==> src/rtl/cipher_output_tx.sv <==
// Cipher text UART transmitter: filters A-Z, buffers them, inserts group spaces and CR LF line breaks.
// Latency: start bit reaches o_tx 2 cycles after an accepted letter when idle; frames run back-to-back.
// Backpressure: none upstream; a letter arriving on a full FIFO without a same-cycle pop is dropped and flagged.
module cipher_output_tx #(
  parameter int CLKS_PER_BIT    = 868,
  parameter int FIFO_DEPTH      = 16,
  parameter int GROUP_LEN       = 5,
  parameter int GROUPS_PER_LINE = 6
) (
  input  logic                          i_clock,
  input  logic                          reset,
  input  logic [7:0]                    i_data,
  input  logic                          i_valid,
  input  logic                          i_flush,
  output logic                          o_tx,
  output logic                          o_busy,
  output logic                          o_full,
  output logic                          o_overflow,
  output logic [$clog2(FIFO_DEPTH):0]   o_count
);
  localparam int AW = $clog2(FIFO_DEPTH);
  localparam int CW = (CLKS_PER_BIT > 1) ? $clog2(CLKS_PER_BIT) : 1;
  localparam int LW = $clog2(GROUP_LEN + 1);
  localparam int GW = $clog2(GROUPS_PER_LINE + 1);
  localparam logic [AW:0] ONE_C  = (AW+1)'(1);
  localparam logic [AW:0] FULL_C = (AW+1)'(FIFO_DEPTH);
  localparam logic [7:0]  SP = 8'h20;
  localparam logic [7:0]  CR = 8'h0D;
  localparam logic [7:0]  LF = 8'h0A;

  typedef enum logic [1:0] {IDLE, START, DATA, STOP} state_t;

  state_t          state_q;
  logic [CW-1:0]   clk_cnt_q;
  logic [2:0]      bit_idx_q;
  logic [7:0]      byte_q;
  logic            tx_q, busy_q;

  logic [7:0]      mem_q [FIFO_DEPTH];
  logic [AW-1:0]   wr_ptr_q, wr_ptr_d, rd_ptr_q, rd_ptr_d;
  logic [AW:0]     count_q, count_d;
  logic            ovf_q, ovf_d;
  logic [7:0]      sep0_q, sep0_d, sep1_q, sep1_d;
  logic [1:0]      sep_cnt_q, sep_cnt_d;
  logic [LW-1:0]   let_cnt_q, let_cnt_d;
  logic [GW-1:0]   grp_cnt_q, grp_cnt_d;
  logic            flush_pend_q, flush_pend_d;

  logic            is_letter, fifo_empty, sep_empty, full, baud_end, at_slot;
  logic            flush_fire, load_sep, load_fifo, load_any, push, pop;
  logic            let_end, grp_end;
  logic [7:0]      load_byte;

  // A load slot is the idle state or the last cycle of a stop bit, so frames chain with no gap.
  // A flush terminates the line only once the FIFO is drained; it replaces anything queued,
  // which drops a pending group space and never doubles a CR LF already queued at line end.
  assign is_letter  = i_valid && (i_data >= 8'h41) && (i_data <= 8'h5A);
  assign fifo_empty = (count_q == '0);
  assign sep_empty  = (sep_cnt_q == 2'd0);
  assign full       = (count_q == FULL_C);
  assign baud_end   = (clk_cnt_q == CW'(CLKS_PER_BIT - 1));
  assign at_slot    = (state_q == IDLE) || ((state_q == STOP) && baud_end);
  assign flush_fire = at_slot && flush_pend_q && fifo_empty && !is_letter;
  assign load_sep   = at_slot && !flush_fire && !sep_empty;
  assign load_fifo  = at_slot && !flush_fire && sep_empty && !fifo_empty;
  assign load_any   = load_sep || load_fifo;
  assign pop        = load_fifo;
  assign push       = is_letter && (!full || pop);
  assign let_end    = (let_cnt_q == LW'(GROUP_LEN - 1));
  assign grp_end    = (grp_cnt_q == GW'(GROUPS_PER_LINE - 1));
  assign load_byte  = load_sep ? sep0_q : mem_q[rd_ptr_q];

  assign o_tx       = tx_q;
  assign o_busy     = busy_q;
  assign o_full     = full;
  assign o_overflow = ovf_q;
  assign o_count    = count_q;

  // Next state for FIFO bookkeeping, separator queue, grouping counters and flush flag
  always_comb begin
    wr_ptr_d     = wr_ptr_q;
    rd_ptr_d     = rd_ptr_q;
    count_d      = count_q;
    ovf_d        = ovf_q | (is_letter & ~push);
    sep0_d       = sep0_q;
    sep1_d       = sep1_q;
    sep_cnt_d    = sep_cnt_q;
    let_cnt_d    = let_cnt_q;
    grp_cnt_d    = grp_cnt_q;
    flush_pend_d = (flush_pend_q & ~flush_fire) | i_flush;
    if (push) wr_ptr_d = wr_ptr_q + AW'(1);
    if (pop)  rd_ptr_d = rd_ptr_q + AW'(1);
    if (push && !pop)      count_d = count_q + ONE_C;
    else if (pop && !push) count_d = count_q - ONE_C;
    if (flush_fire) begin
      sep0_d    = CR;
      sep1_d    = LF;
      sep_cnt_d = 2'd2;
      let_cnt_d = '0;
      grp_cnt_d = '0;
    end else if (load_sep) begin
      sep0_d    = sep1_q;
      sep_cnt_d = sep_cnt_q - 2'd1;
    end else if (load_fifo) begin
      if (let_end) begin
        let_cnt_d = '0;
        if (grp_end) begin
          grp_cnt_d = '0;
          sep0_d    = CR;
          sep1_d    = LF;
          sep_cnt_d = 2'd2;
        end else begin
          grp_cnt_d = grp_cnt_q + GW'(1);
          sep0_d    = SP;
          sep_cnt_d = 2'd1;
        end
      end else begin
        let_cnt_d = let_cnt_q + LW'(1);
      end
    end
  end

  // Character storage; contents are don't-care until written, so no reset
  always_ff @(posedge i_clock) begin
    if (push) mem_q[wr_ptr_q] <= i_data;
  end

  // Bookkeeping registers
  always_ff @(posedge i_clock or negedge reset) begin
    if (!reset) begin
      wr_ptr_q     <= '0;
      rd_ptr_q     <= '0;
      count_q      <= '0;
      ovf_q        <= 1'b0;
      sep0_q       <= 8'h00;
      sep1_q       <= 8'h00;
      sep_cnt_q    <= 2'd0;
      let_cnt_q    <= '0;
      grp_cnt_q    <= '0;
      flush_pend_q <= 1'b0;
      busy_q       <= 1'b0;
    end else begin
      wr_ptr_q     <= wr_ptr_d;
      rd_ptr_q     <= rd_ptr_d;
      count_q      <= count_d;
      ovf_q        <= ovf_d;
      sep0_q       <= sep0_d;
      sep1_q       <= sep1_d;
      sep_cnt_q    <= sep_cnt_d;
      let_cnt_q    <= let_cnt_d;
      grp_cnt_q    <= grp_cnt_d;
      flush_pend_q <= flush_pend_d;
      busy_q       <= (state_q != IDLE) || !fifo_empty || !sep_empty;
    end
  end

  // UART framing FSM with registered serial output
  always_ff @(posedge i_clock or negedge reset) begin
    if (!reset) begin
      state_q   <= IDLE;
      clk_cnt_q <= '0;
      bit_idx_q <= 3'd0;
      byte_q    <= 8'h00;
      tx_q      <= 1'b1;
    end else begin
      case (state_q)
        IDLE: begin
          if (load_any) begin
            state_q   <= START;
            clk_cnt_q <= '0;
            byte_q    <= load_byte;
            tx_q      <= 1'b0;
          end
        end
        START: begin
          if (baud_end) begin
            state_q   <= DATA;
            clk_cnt_q <= '0;
            bit_idx_q <= 3'd0;
            tx_q      <= byte_q[0];
          end else begin
            clk_cnt_q <= clk_cnt_q + CW'(1);
          end
        end
        DATA: begin
          if (baud_end) begin
            clk_cnt_q <= '0;
            if (bit_idx_q == 3'd7) begin
              state_q <= STOP;
              tx_q    <= 1'b1;
            end else begin
              bit_idx_q <= bit_idx_q + 3'd1;
              tx_q      <= byte_q[bit_idx_q + 3'd1];
            end
          end else begin
            clk_cnt_q <= clk_cnt_q + CW'(1);
          end
        end
        STOP: begin
          if (baud_end) begin
            clk_cnt_q <= '0;
            if (load_any) begin
              state_q <= START;
              byte_q  <= load_byte;
              tx_q    <= 1'b0;
            end else begin
              state_q <= IDLE;
              tx_q    <= 1'b1;
            end
          end else begin
            clk_cnt_q <= clk_cnt_q + CW'(1);
          end
        end
        default: begin
          state_q <= IDLE;
          tx_q    <= 1'b1;
        end
      endcase
    end
  end
endmodule

==> config.mk <==
export PLATFORM = sky130hd
export DESIGN_NAME = cipher_output_tx
export DESIGN_NICKNAME = d
export VERILOG_FILES = /design/src/rtl/cipher_output_tx.sv
export SDC_FILE = /design/constraint.sdc
export NUM_CORES = 1
export LEC_CHECK = 0
export BUFFER_PORTS_ARGS = -buffer_cell sky130_fd_sc_hd__buf_2
export CAP_MARGIN = 15
export CORE_MARGIN = 2
export CORE_UTILIZATION = 36
export CTS_CLUSTER_DIAMETER = 120
export DETAILED_ROUTE_END_ITERATION = 6
export GPL_ROUTABILITY_DRIVEN = 0
export PLACE_DENSITY = 0.56
export SETUP_SLACK_MARGIN = 0.15
export SLEW_MARGIN = 0
export SYNTH_ARGS = -nofsm -noshare
export SYNTH_HDL_FRONTEND = slang
export SYNTH_SLANG_ARGS = --single-unit
==> constraint.sdc <==
create_clock -name i_clock -period 9.55 [get_ports i_clock]
set_input_delay 0.955 -clock i_clock [delete_from_list [all_inputs] [get_ports i_clock]]
set_output_delay 0.955 -clock i_clock [all_outputs]
set_load 0.02 [all_outputs]
==> impl_metrics.csv <==
group,metric,value,unit
run_status,status,"finished clean",
sta,slew_viol_final,0,
route,wire_per_inst,19.9,um
route,viasPerCell,5.28,
sta,setup_tns,0,ns
pwr,clock_power_share,39.1,%
sta,finalCritPeriodShare,39.8,%
synth,synth_ff_type,"edfxtp_1",
route,top_layer,"met4",
synth,synth_nets,573,
sta,final-hold-violation-count,0,
route,wl,17100,um
placed_design,dp_hpwl,10900,um
cells_and_area,layout-drive-gt1-share,17.8,%
sta,worst_slack,5.75,ns
floorplan,die_y,153,um
pwr,switching_share,25.8,%
cells_and_area,seqCellArea,5170,um^2
cts,path_clk_slew,0.07,ns
synth,yosysWarnings,0,
worst_setup_path,ff2ff_setup_slack,5.75,ns
synth,synth-seq-area-share,64.8,%
grt,grt_usage,15.3,%
route,drtIter0Drc,332,
synth,postSynthCellCount,540,
cells_and_area,final_cell_mix,"128 x edfxtp_1, 51 x dfrtp_1, 38 x nand2_1",
cts,cts_hold_buf,0,
sta,layout_min_cycle_time,3.80,ns
sta,skew,0.0115,ns
worst_setup_path,cp_max_fo,17,
worst_setup_path,worstPathRequired,9.86,ns
route,dr_wl_met2,8620,um
sta,rsz0062_at_grt,"no",
cts,cts_made_buffers,17,
synth,synth_edf_count,128,
cells_and_area,mostFrequentLayoutCell,"edfxtp_1",
grt,grt_pass1_vias,4569,
cts,h-tree-depth,4,
route,vias,4536,
synth,syn_area_per_cell,14.8,um^2
pwr,pwr-share-comb,9.1,%
run,drv_cap,0,
cells_and_area,syn2layout_area_growth,12.0,%
worst_setup_path,crit_path_end_kind,"flip-flop",
cts,ctsRootBufferMaster,"clkbuf_16",
synth,netlist_area,7980,um^2
pwr,ir_worst_vdd,113,uV
sta,slew_headroom,21.5,%
cells_and_area,nNetsFinal,599,
synth,synth_largest_area_cell,"edfxtp_1",
floorplan,core_area,21800,um^2
synth,async_flop_share,29.3,%
min_path,hp-start,"o_tx",
min_path,hold_path_end,"o_tx",
pwr,power_switching,448,uW
cells_and_area,num-fill-cells,1989,
worst_setup_path,r2r_cells,14,
route,ant_nets,0,
sta,worstMarginPinSlew,1.17,ns
floorplan,ios,21,
cells_and_area,final_core_util,41.0,%
pwr,seqPwrFrac,51.7,%
grt,antenna_found_initial,0,
grt,grt_start_max_net_pins,54,
cts,cts_repair_resize_count,0,
floorplan,die-area,23400,um^2
placed_design,place_ws,5.32,ns
floorplan,initial_core_util,36.6,%
route,route.detailed.drc,0,
worst_setup_path,crit_path_start,"i_data[5]",
floorplan,rows,54,
min_path,min_path_cells,2,
pwr,internal_power,1.29,mW
cells_and_area,antennaDiodeCount,0,
synth,yosys.cell_types.count,67,
worst_setup_path,timing.rr.end,"o_count[4]",
cts,clk_latency,0.43,ns
cells_and_area,multi_input_area,2590,um^2
cts,clock-sinks,181,
cts,cts_buffer_depth,2,
floorplan,die_x,153,um
cts,postCtsSetupBuffers,0,
synth,synth_area_leaders,"edfxtp_1 48%, dfrtp_1 16%, mux4_2 7.1%",
route,wl_met3,655,um
sta,setup_violations,0,
route,drt-met1-wl,7430,um
synth,synth-seq-cells,181,
cts,cts_tree,"yes",
pwr,power_density,195,nW/um^2
sta,fmax,263,MHz
route,dr.pass1.iters,5,
min_path,hold_path.class,"flip-flop to flip-flop",
synth,synth_top_area_share,48.2,%
worst_setup_path,worstReg2RegStart,"state_q[1]",
worst_setup_path,cp-start-kind,"primary input",
placed_design,port_buffers,20,
grt,overflow,0,
worst_setup_path,worst-setup-path-type,"primary input to flip-flop",
worst_setup_path,worst_ep_arrival_time,4.11,ns
pwr,power_leakage,3.14,nW
grt,grt_pass1_wl,26800,um
[synth_stat cells, types with 2 or more instances]
cell and instances:
a22o_1 6, xnor2_1 8, a211oi_1 3, nor2_1 26
a21oi_1 15, ha_1 20, a31oi_1 3, o221ai_1 4
nand2b_1 4, mux2_2 4, nor3_1 7, mux2i_1 23
dfrtp_1 52, nand3_1 14, and3_1 7, clkbuf_1 8
nor2_2 2, xor2_1 10, o22ai_1 7, a22oi_1 3
mux4_2 25, o21ai_1 6, buf_2 5, and2_1 10
buf_4 3, a221oi_1 6, buf_6 3, nand2_1 38
nand4_1 6, edfxtp_1 128, inv_1 26, a21o_1 4
o31ai_1 3, o21ai_0 17, or2_2 2
[worst max-delay path: stages]
cell      delay [ns]
buf_2           0.20
nor4bb_1        0.45
o21ai_0         0.37
nor2_1          0.25
nand2b_1        0.32
inv_4           0.19
ha_1            0.24
inv_1           0.10
ha_1            0.33
a21o_1          0.19
a21oi_1         0.16
xnor2_1         0.14
nor2_1          0.07
xnor2_1         0.12
[power by group through the flow]
stage               logic, mW  registers [mW]  clock network [mW]
floorplan               0.101           0.919                   0
global placement        0.156           0.916                   0
detailed placement      0.160           0.917                   0
CTS                     0.161           0.901               0.695
global route            0.178           0.906               0.723
finish                  0.158           0.901               0.682
[sequential cells by signal (all words and copies together), names as in the netlist, 3 cells and up]
name and flops:
sep0_q 4, rd_ptr_q 4, clk_cnt_q 10, bit_idx_q 3, byte_q 8, wr_ptr_q 4
mem_q 128, grp_cnt_q 3, let_cnt_q 3, o_count 5
[layer usage]
metal	vias up	GRT usage, %
met5	-	0
met4	0	6.17
met3	27	2.95
met2	111	26.0
met1	2289	19.3
li1	2109	-
[how the worst max path moves through the flow]
stage / end
2_1_floorplan: o_count[4]
3_3_place_gp: o_count[4]
3_5_place_dp: o_count[4]
4_1_cts: o_count[4]
5_1_grt: o_count[4]
6_report: o_count[4]
[cell families (layout without fill, tap and decap cells)]
group,after synthesis,count (layout),synth area share (%)
fa+ha+maj,21,21,3.39
simple gates,130,130,8.48
buf+inv,47,86,2.74
xor+xnor,18,18,1.98
mux,52,52,10.5
flops,181,181,64.8
compound gates,91,91,8.12
[final cells by class]
class	count	share of cell area, %
Tap cell	280	3.92
Inverter	28	1.20
Clock inverter	15	1.67
Clock buffer	17	4.76
Multi-Input combinational cell	312	29.0
Sequential cell	181	57.9
Timing Repair Buffer	26	1.62
[per-stage QoR]
step | area, um^2 | instances | hold WS (ns) | power [mW]
global placement | 8370 | 827 | 0.460 | 1.07
CTS | 8940 | 859 | 0.473 | 1.76
finish | 8940 | 859 | 0.470 | 1.74
global route | 8940 | 859 | 0.517 | 1.81
floorplan | 7980 | 540 | 0.448 | 1.02
detailed placement | 8370 | 827 | 0.463 | 1.08
No activity file was read; power rests on OpenSTA's default activity.
